<file path="src/rtl/mem_stage_sram_ctrl.sv">
// mem_stage_sram_ctrl
// Memory-access stage of the 5-stage pipeline. A 32-bit word load or store is
// carried out on a 16-bit asynchronous SRAM as two half-word phases (low half
// first, then high half). Each phase lasts WAIT_CYCLES clock cycles.
//
// Handshake: ready is a stall signal toward the pipeline. ready=1 means either
// nothing is requested (IDLE) or the access completes this cycle (DONE), so
// the pipeline registers may advance on this edge. ready=0 freezes the pipeline.
// Because the pipeline is frozen, mem_read_en/mem_write_en/alu_result/val_rm
// stay stable for the whole access. The controller reads them every cycle and
// does not hold its own copy of the address or the store data.
//
// Ports:
//   clk, rst          clock, asynchronous active-high reset
//   mem_read_en       load request
//   mem_write_en      store request (takes priority over a load)
//   alu_result        byte address of the access
//   val_rm            store data
//   mem_read_value    data from the last completed load, valid from DONE onward
//   ready             0 = freeze pipeline
//   sram_addr         half-word address (registered)
//   sram_dq_out       write data (registered)
//   sram_dq_in        read data from the SRAM
//   sram_dq_oe        1 = drive sram_dq_out onto the bus
//   sram_we_n         active-low write strobe
//   sram_oe_n         active-low output enable
//   dbg_state         current FSM state (0 IDLE, 1 LOW, 2 HIGH, 3 DONE)
module mem_stage_sram_ctrl #(
  parameter logic [31:0] BASE_ADDR   = 32'd1024,
  parameter int          WAIT_CYCLES = 1,   // legal range 1..15
  parameter int          SRAM_AW     = 18
) (
  input  logic               clk,
  input  logic               rst,
  input  logic               mem_read_en,
  input  logic               mem_write_en,
  input  logic [31:0]        alu_result,
  input  logic [31:0]        val_rm,
  output logic [31:0]        mem_read_value,
  output logic               ready,
  output logic [SRAM_AW-1:0] sram_addr,
  output logic [15:0]        sram_dq_out,
  input  logic [15:0]        sram_dq_in,
  output logic               sram_dq_oe,
  output logic               sram_we_n,
  output logic               sram_oe_n,
  output logic [1:0]         dbg_state
);

  typedef enum logic [1:0] {
    IDLE = 2'd0,
    LOW  = 2'd1,
    HIGH = 2'd2,
    DONE = 2'd3
  } state_t;

  localparam logic [3:0] CNT_RELOAD = 4'(WAIT_CYCLES - 1);

  state_t             state, state_nx;
  logic [3:0]         cnt, cnt_nx;
  logic               is_wr, is_wr_nx;
  logic [SRAM_AW-1:0] addr_q, addr_nx;
  logic [15:0]        dq_q, dq_nx;
  logic [15:0]        low_q, low_nx;
  logic [31:0]        rd_q, rd_nx;

  logic               req;
  logic               active;
  logic [31:0]        offset;
  logic [SRAM_AW-1:0] lo_addr;
  logic [SRAM_AW-1:0] hi_addr;
  logic               unused_addr_bits;

  // The subtraction wraps, so addresses below BASE_ADDR map to the top of
  // the SRAM. Byte-offset bits and word bits above the SRAM size are dropped.
  assign offset  = alu_result - BASE_ADDR;
  assign lo_addr = {offset[SRAM_AW:2], 1'b0};
  assign hi_addr = {offset[SRAM_AW:2], 1'b1};
  assign unused_addr_bits = ^{offset[1:0], offset[31:SRAM_AW+1]};

  assign req = mem_read_en | mem_write_en;

  // State register and the registered SRAM address/data
  always_ff @(posedge clk or posedge rst) begin
    if (rst) begin
      state  <= IDLE;
      cnt    <= 4'd0;
      is_wr  <= 1'b0;
      addr_q <= '0;
      dq_q   <= 16'd0;
      low_q  <= 16'd0;
      rd_q   <= 32'd0;
    end else begin
      state  <= state_nx;
      cnt    <= cnt_nx;
      is_wr  <= is_wr_nx;
      addr_q <= addr_nx;
      dq_q   <= dq_nx;
      low_q  <= low_nx;
      rd_q   <= rd_nx;
    end
  end

  // Next-state logic. The address and data for each phase are loaded on
  // entry to that phase, so the SRAM sees them stable for the whole phase.
  always_comb begin
    state_nx = state;
    cnt_nx   = cnt;
    is_wr_nx = is_wr;
    addr_nx  = addr_q;
    dq_nx    = dq_q;
    low_nx   = low_q;
    rd_nx    = rd_q;
    case (state)
      IDLE: begin
        if (req) begin
          state_nx = LOW;
          cnt_nx   = CNT_RELOAD;
          is_wr_nx = mem_write_en;
          addr_nx  = lo_addr;
          dq_nx    = val_rm[15:0];
        end
      end
      LOW: begin
        if (cnt == 4'd0) begin
          state_nx = HIGH;
          cnt_nx   = CNT_RELOAD;
          addr_nx  = hi_addr;
          dq_nx    = val_rm[31:16];
          if (!is_wr) low_nx = sram_dq_in;
        end else begin
          cnt_nx = cnt - 4'd1;
        end
      end
      HIGH: begin
        if (cnt == 4'd0) begin
          state_nx = DONE;
          if (!is_wr) rd_nx = {sram_dq_in, low_q};
        end else begin
          cnt_nx = cnt - 4'd1;
        end
      end
      DONE: begin
        state_nx = IDLE;
      end
      default: begin
        state_nx = IDLE;
      end
    endcase
  end

  // SRAM strobes depend only on registered state. No input reaches them, so
  // they cannot glitch.
  assign active      = (state == LOW) || (state == HIGH);
  assign sram_we_n   = ~(active & is_wr);
  assign sram_oe_n   = ~(active & ~is_wr);
  assign sram_dq_oe  = active & is_wr;
  assign sram_addr   = addr_q;
  assign sram_dq_out = dq_q;

  assign ready          = ((state == IDLE) && !req) || (state == DONE);
  assign mem_read_value = rd_q;
  assign dbg_state      = state;

endmodule
</file>
<file path="config.mk">
export PLATFORM = sky130hd
export DESIGN_NAME = mem_stage_sram_ctrl
export DESIGN_NICKNAME = d
export VERILOG_FILES = /design/src/rtl/mem_stage_sram_ctrl.sv
export SDC_FILE = /design/constraint.sdc
export NUM_CORES = 1
export LEC_CHECK = 0
export ABC_AREA = 1
export BUFFER_PORTS_ARGS = -buffer_cell sky130_fd_sc_hd__buf_2
export CORE_ASPECT_RATIO = 1.25
export CORE_UTILIZATION = 45
export DETAILED_ROUTE_END_ITERATION = 7
export PLACE_DENSITY = 0.75
export SKIP_CTS_REPAIR_TIMING = 1
export SYNTH_ARGS = -nofsm -noshare
export SYNTH_HDL_FRONTEND = slang
export SYNTH_SLANG_ARGS = --single-unit
</file>
<file path="constraint.sdc">
create_clock -name clk -period 4.05 [get_ports clk]
set_input_delay 0.81 -clock clk [delete_from_list [all_inputs] [get_ports clk]]
set_output_delay 0.81 -clock clk [all_outputs]
set_load 0.005 [all_outputs]
</file>
Yosys cells after proc, flatten, opt, wreduce, memory -nomap -nowiden
Cells that the tools add are included.

$add $sub $neg: 2. Multiply operators: 0. Div/mod/pow operators: 0. Magnitude comparators: 0. Equality and inequality tests: 7. Shift-type cells: 0. Muxes and demuxes: 14. Bitwise logic cells: 6. Reductions and logical operators: 14.

Operator list (count): $mux 18 (2); $pmux 18 s2 (1); $mux 16 (2); $pmux 16 s2 (1); $sub 19x11->19 const B (1); $reduce_and 3->1 (5); $mux 4 (3); $pmux 4 s3 (1); $ne 2x2->1 const B (4); $pmux 2 s4 (1); $mux 2 (3); $eq 2x2->1 const B (2); $logic_not 4->1 (1); $sub 4x1->4 const B (1); $not 1->1 (3); $reduce_bool 3->1 (1); $and 1x1->1 (2); $eq 2x1->1 const B (1); $logic_not 2->1 (1); $logic_or 1x1->1 (2); $reduce_and 2->1 (1); $reduce_bool 2->1 (1); $logic_and 1x1->1 (1); $logic_not 1->1 (1); $or 1x1->1 (1).

Flip-flop bits (word level): 89. Latch bits: 0. Memory bits (writable): 0. Bits in read-only memories: 0. Output and inout bits: 72. Word-level logic and storage cells: 50. Memories: 0.

Depth between registers and ports, before layout
Word-level depth: 4. Mapped depth: 10. Mapped depth without buffers: 8.

Worst setup path before layout
Ideal clock, no wire load.

Path type: input to output. Start point: in mem_read_en. End point: out ready. Arrival time: 1.077 ns. Data required time: 3.240 ns. Setup slack: 2.163 ns. Stages on the path: 3. Path buffers: 0. Cell sequence: inv_1 nand3_1 nand2_1.

Longest elaborated chain between the ends: 4.

RTL lines: from (decl) (line 35) `input logic mem_read_en,`; $or 1x1->1 (line 81) `assign req = mem_read_en | mem_write_en;`; $logic_not 1->1 (line 161) `assign ready = ((state == IDLE) && !req) || (state == DONE);`; $logic_and 1x1->1 (line 161); $logic_or 1x1->1 (line 161); to (decl) (line 40) `output logic ready,`.

Every way passes these cells.

Final worst setup path
Start point: reg state[0], in the netlist dbg_state[0]. End point: out ready.

Longest elaborated chain between the ends: 3. Elaborated cells between the ends (all ways): 4. Those cells by class: eq/ne (1); reduce/logical (3).

RTL lines: from (decl) (line 59) `state_t state, state_nx;`; from (signal assigned) (line 94) `state <= state_nx;`; $logic_not 2->1 (line 161); $logic_and 1x1->1 (line 161); $logic_or 1x1->1 (*) (line 161).

Mark *: on every way between the ends. The rest lies on a longest branch, timed or not.

==> metrics <==
CP Launch Type=register; Slew Limit Fails=0; Most used DFF post-synth=dfrtp_1; Max-Cap Viols=0; die width=approximately 86 µm; Leak=roughly 2.8 nW; post-route cell area=between 4000 and 5000 µm²; Worst-path clk slew=0.09 ns; Post-Syn Area=approximately 4000 µm²; Final ANT Viol Nets=0; wire per inst=between 10 and 15 µm; worst hold margin=0.375 ns; Power Internal=~2.3 mW; CTS Buf Count=9; ranking of synthesized cells by area=dfrtp_1 (56%), nand2_1 (13%), o21ai_0 (6.2%), inv_1 (5.4%), mux2i_1 (4.0%); total die area=9240 µm²; CTS H-tree lvls=3; CTS root buffer=clkbuf_8; Core ar.=just under 9000 µm²; placed cells=around 700; Final Hold Viols=0; fin crit share=60.8%; GR Overflow Total=0; HP Class=in -> async; Switching Fraction=39.9%; Cell Count, Final, Fillers Out=roughly 700; final WL=just over 8 mm; Rows=38; Worst Skew=around 0.0083 ns; first-pass GRT wire length=between 10 and 15 mm; Comb pwr share=between 40% and 50%; crit end category=primary output; crit path DAT=1.65 ns; vias per inst=between 4 and 5; kind of critical path=reg -> out; DR DRC count=0; synth unique cells=24; die height=107 µm; clk buf depth=2; Max Fclk=a little over 0.4 GHz; yosys warns=0; Synth top area share=a little under three fifths; net switching power=roughly 1.5 mW; Detailed Route Iter0 Violations=~140; Post-synth top cells=nand2_1 (135), dfrtp_1 (89), inv_1 (57), o21ai_0 (49), mux2i_1 (16); Port Buf Inserts=140; Starting Density=between 40% and 50%; Synth Net Count=approximately 530; ratio of cells with drive above 1 in the final layout=a little under a third; Post-synth ARST share=100%; VDD IR max=~0.00036 V; outcome=completed; count leader, synth=nand2_1; Via Count=around 3200; GPL Wtd Cong=about 0.76; Post-synth EDFFs=0; Post-DP HPWL=~6.0 mm; placed cell area=about 4800 µm²; clock share of power=about 15%; Setup TNS=0 ns; leading area contributor after synthesis=dfrtp_1; sequential power share=approximately two fifths; initial antenna violation count=0; fin crit period=approximately 2.5 ns; average cell area after synthesis=just over 9 µm²; sequential area share after synthesis=55.9%; pin count of the biggest net entering global routing=65; num ports=156; Final #Nets=about 660; slew margin rel.=58.5%; Worst-Skew Late Latency=around 0.35 ns; Syn Inst Count=roughly 430; CP Max Fanout=6; Layout area overhead=23.8%; TritonCTS clock tree=done; RSZ-0062 raised after global routing=no; 1st-pass router iterations=4; number of global-route vias before repair=just over 3000; Tightest Pin Transition=0.622 ns; endpoints failing setup=0; PwrDens=between 700 and 800 nW/µm²; #FFs+latches synth=89; clk sinks=between 80 and 90; Tot GR Track Use=18.6%; ant diodes=0; WP data required=about 3.2 ns
[layer usage]
layer  up-vias  part of all wire (%)  track usage [%]
met5         -                     0                0
met4         0                   2.1             9.40
met3        13                   6.5             5.23
met2       114                    48             30.2
met1      1481                    43             22.6
li1       1625                     -                -
[final timing paths]
path	startpoint	to	slack [ns]	cells past startpoint
min in group clk	sram_addr[8]$_DFFE_PP0P_	sram_addr[8]$_DFFE_PP0P_	0.48	2
worst min-delay path	rst	sram_dq_out[7]$_DFFE_PP0P_	0.37	2
worst max register to register	dbg_state[1]$_DFFE_PP0P_	sram_addr[0]$_DFFE_PP0P_	1.80	9
max in group asynchronous	rst	dbg_state[1]$_DFFE_PP0P_	2.92	3
worst min register to register	sram_addr[8]$_DFFE_PP0P_	sram_addr[8]$_DFFE_PP0P_	0.48	2
worst max-delay path	dbg_state[0]$_DFFE_PP0P_	ready	1.59	5
[layout by cell type, fill, tap and decap left out, drive strengths merged]
cell and instances:
mux2i 16, clkinv 5, nand3 14, inv 58, bufinv 1, xor2 4
buf 144, nand2 137, dfrtp 89, xnor2 1, nor2 10, ha 9
o21ai 76, o211ai 1, clkbuf 10
[worst max-delay path, stage by stage, from the launching register on]
cell and delay, ns:
dfrtp_1 0.45, inv_1 0.13, ha_1 0.27, nand3_1 0.25
nand2_1 0.11, buf_2 0.11
[area by class of cell]
type / count / area, µm²
fillers: 791 / 3720
repair buffers: 144 / 731
inverters: 59 / 225
well taps: 120 / 150
multi-input cells: 268 / 1420
flip-flops and latches: 89 / 2230
clock inverters: 5 / 57.6
clock buffers: 10 / 128
[per-stage QoR]
stage	power, mW	setup slack, ns	utilization, %
final	3.83	1.59	57.0
after global routing	4.19	1.46	57.0
after CTS	3.88	1.56	57.0
after detailed placement	3.29	1.71	54.9
after global placement	3.19	1.78	54.9
after floorplan	2.74	0.933	-
[registers in the layout (all words and copies together) (netlist names)]
| name | cells |
|---|---|
| is_wr | 1 |
| sram_addr | 18 |
| sram_dq_out | 16 |
| cnt | 4 |
| mem_read_value | 32 |
| low_q | 16 |
| dbg_state | 2 |
[cell families after synthesis]
kind of cell    Yosys count  share of synthesized area [%]
mux                      16                           4.02
simple gates            161                           16.2
compound gates           77                           11.2
xor+xnor                  5                           1.10
flops                    89                           55.9
buf+inv                  77                           8.79
fa+ha+maj                 9                           2.82
[power by group through the flow]
stage | logic, mW | clock network, mW | registers (mW)
6_report | 1.69 | 0.583 | 1.56
3_3_place_gp | 1.64 | 0 | 1.55
5_1_grt | 1.95 | 0.637 | 1.61
2_1_floorplan | 1.16 | 0 | 1.58
4_1_cts | 1.72 | 0.602 | 1.56
3_5_place_dp | 1.72 | 0 | 1.57
Note: power is estimated with default switching activity, not from simulation.
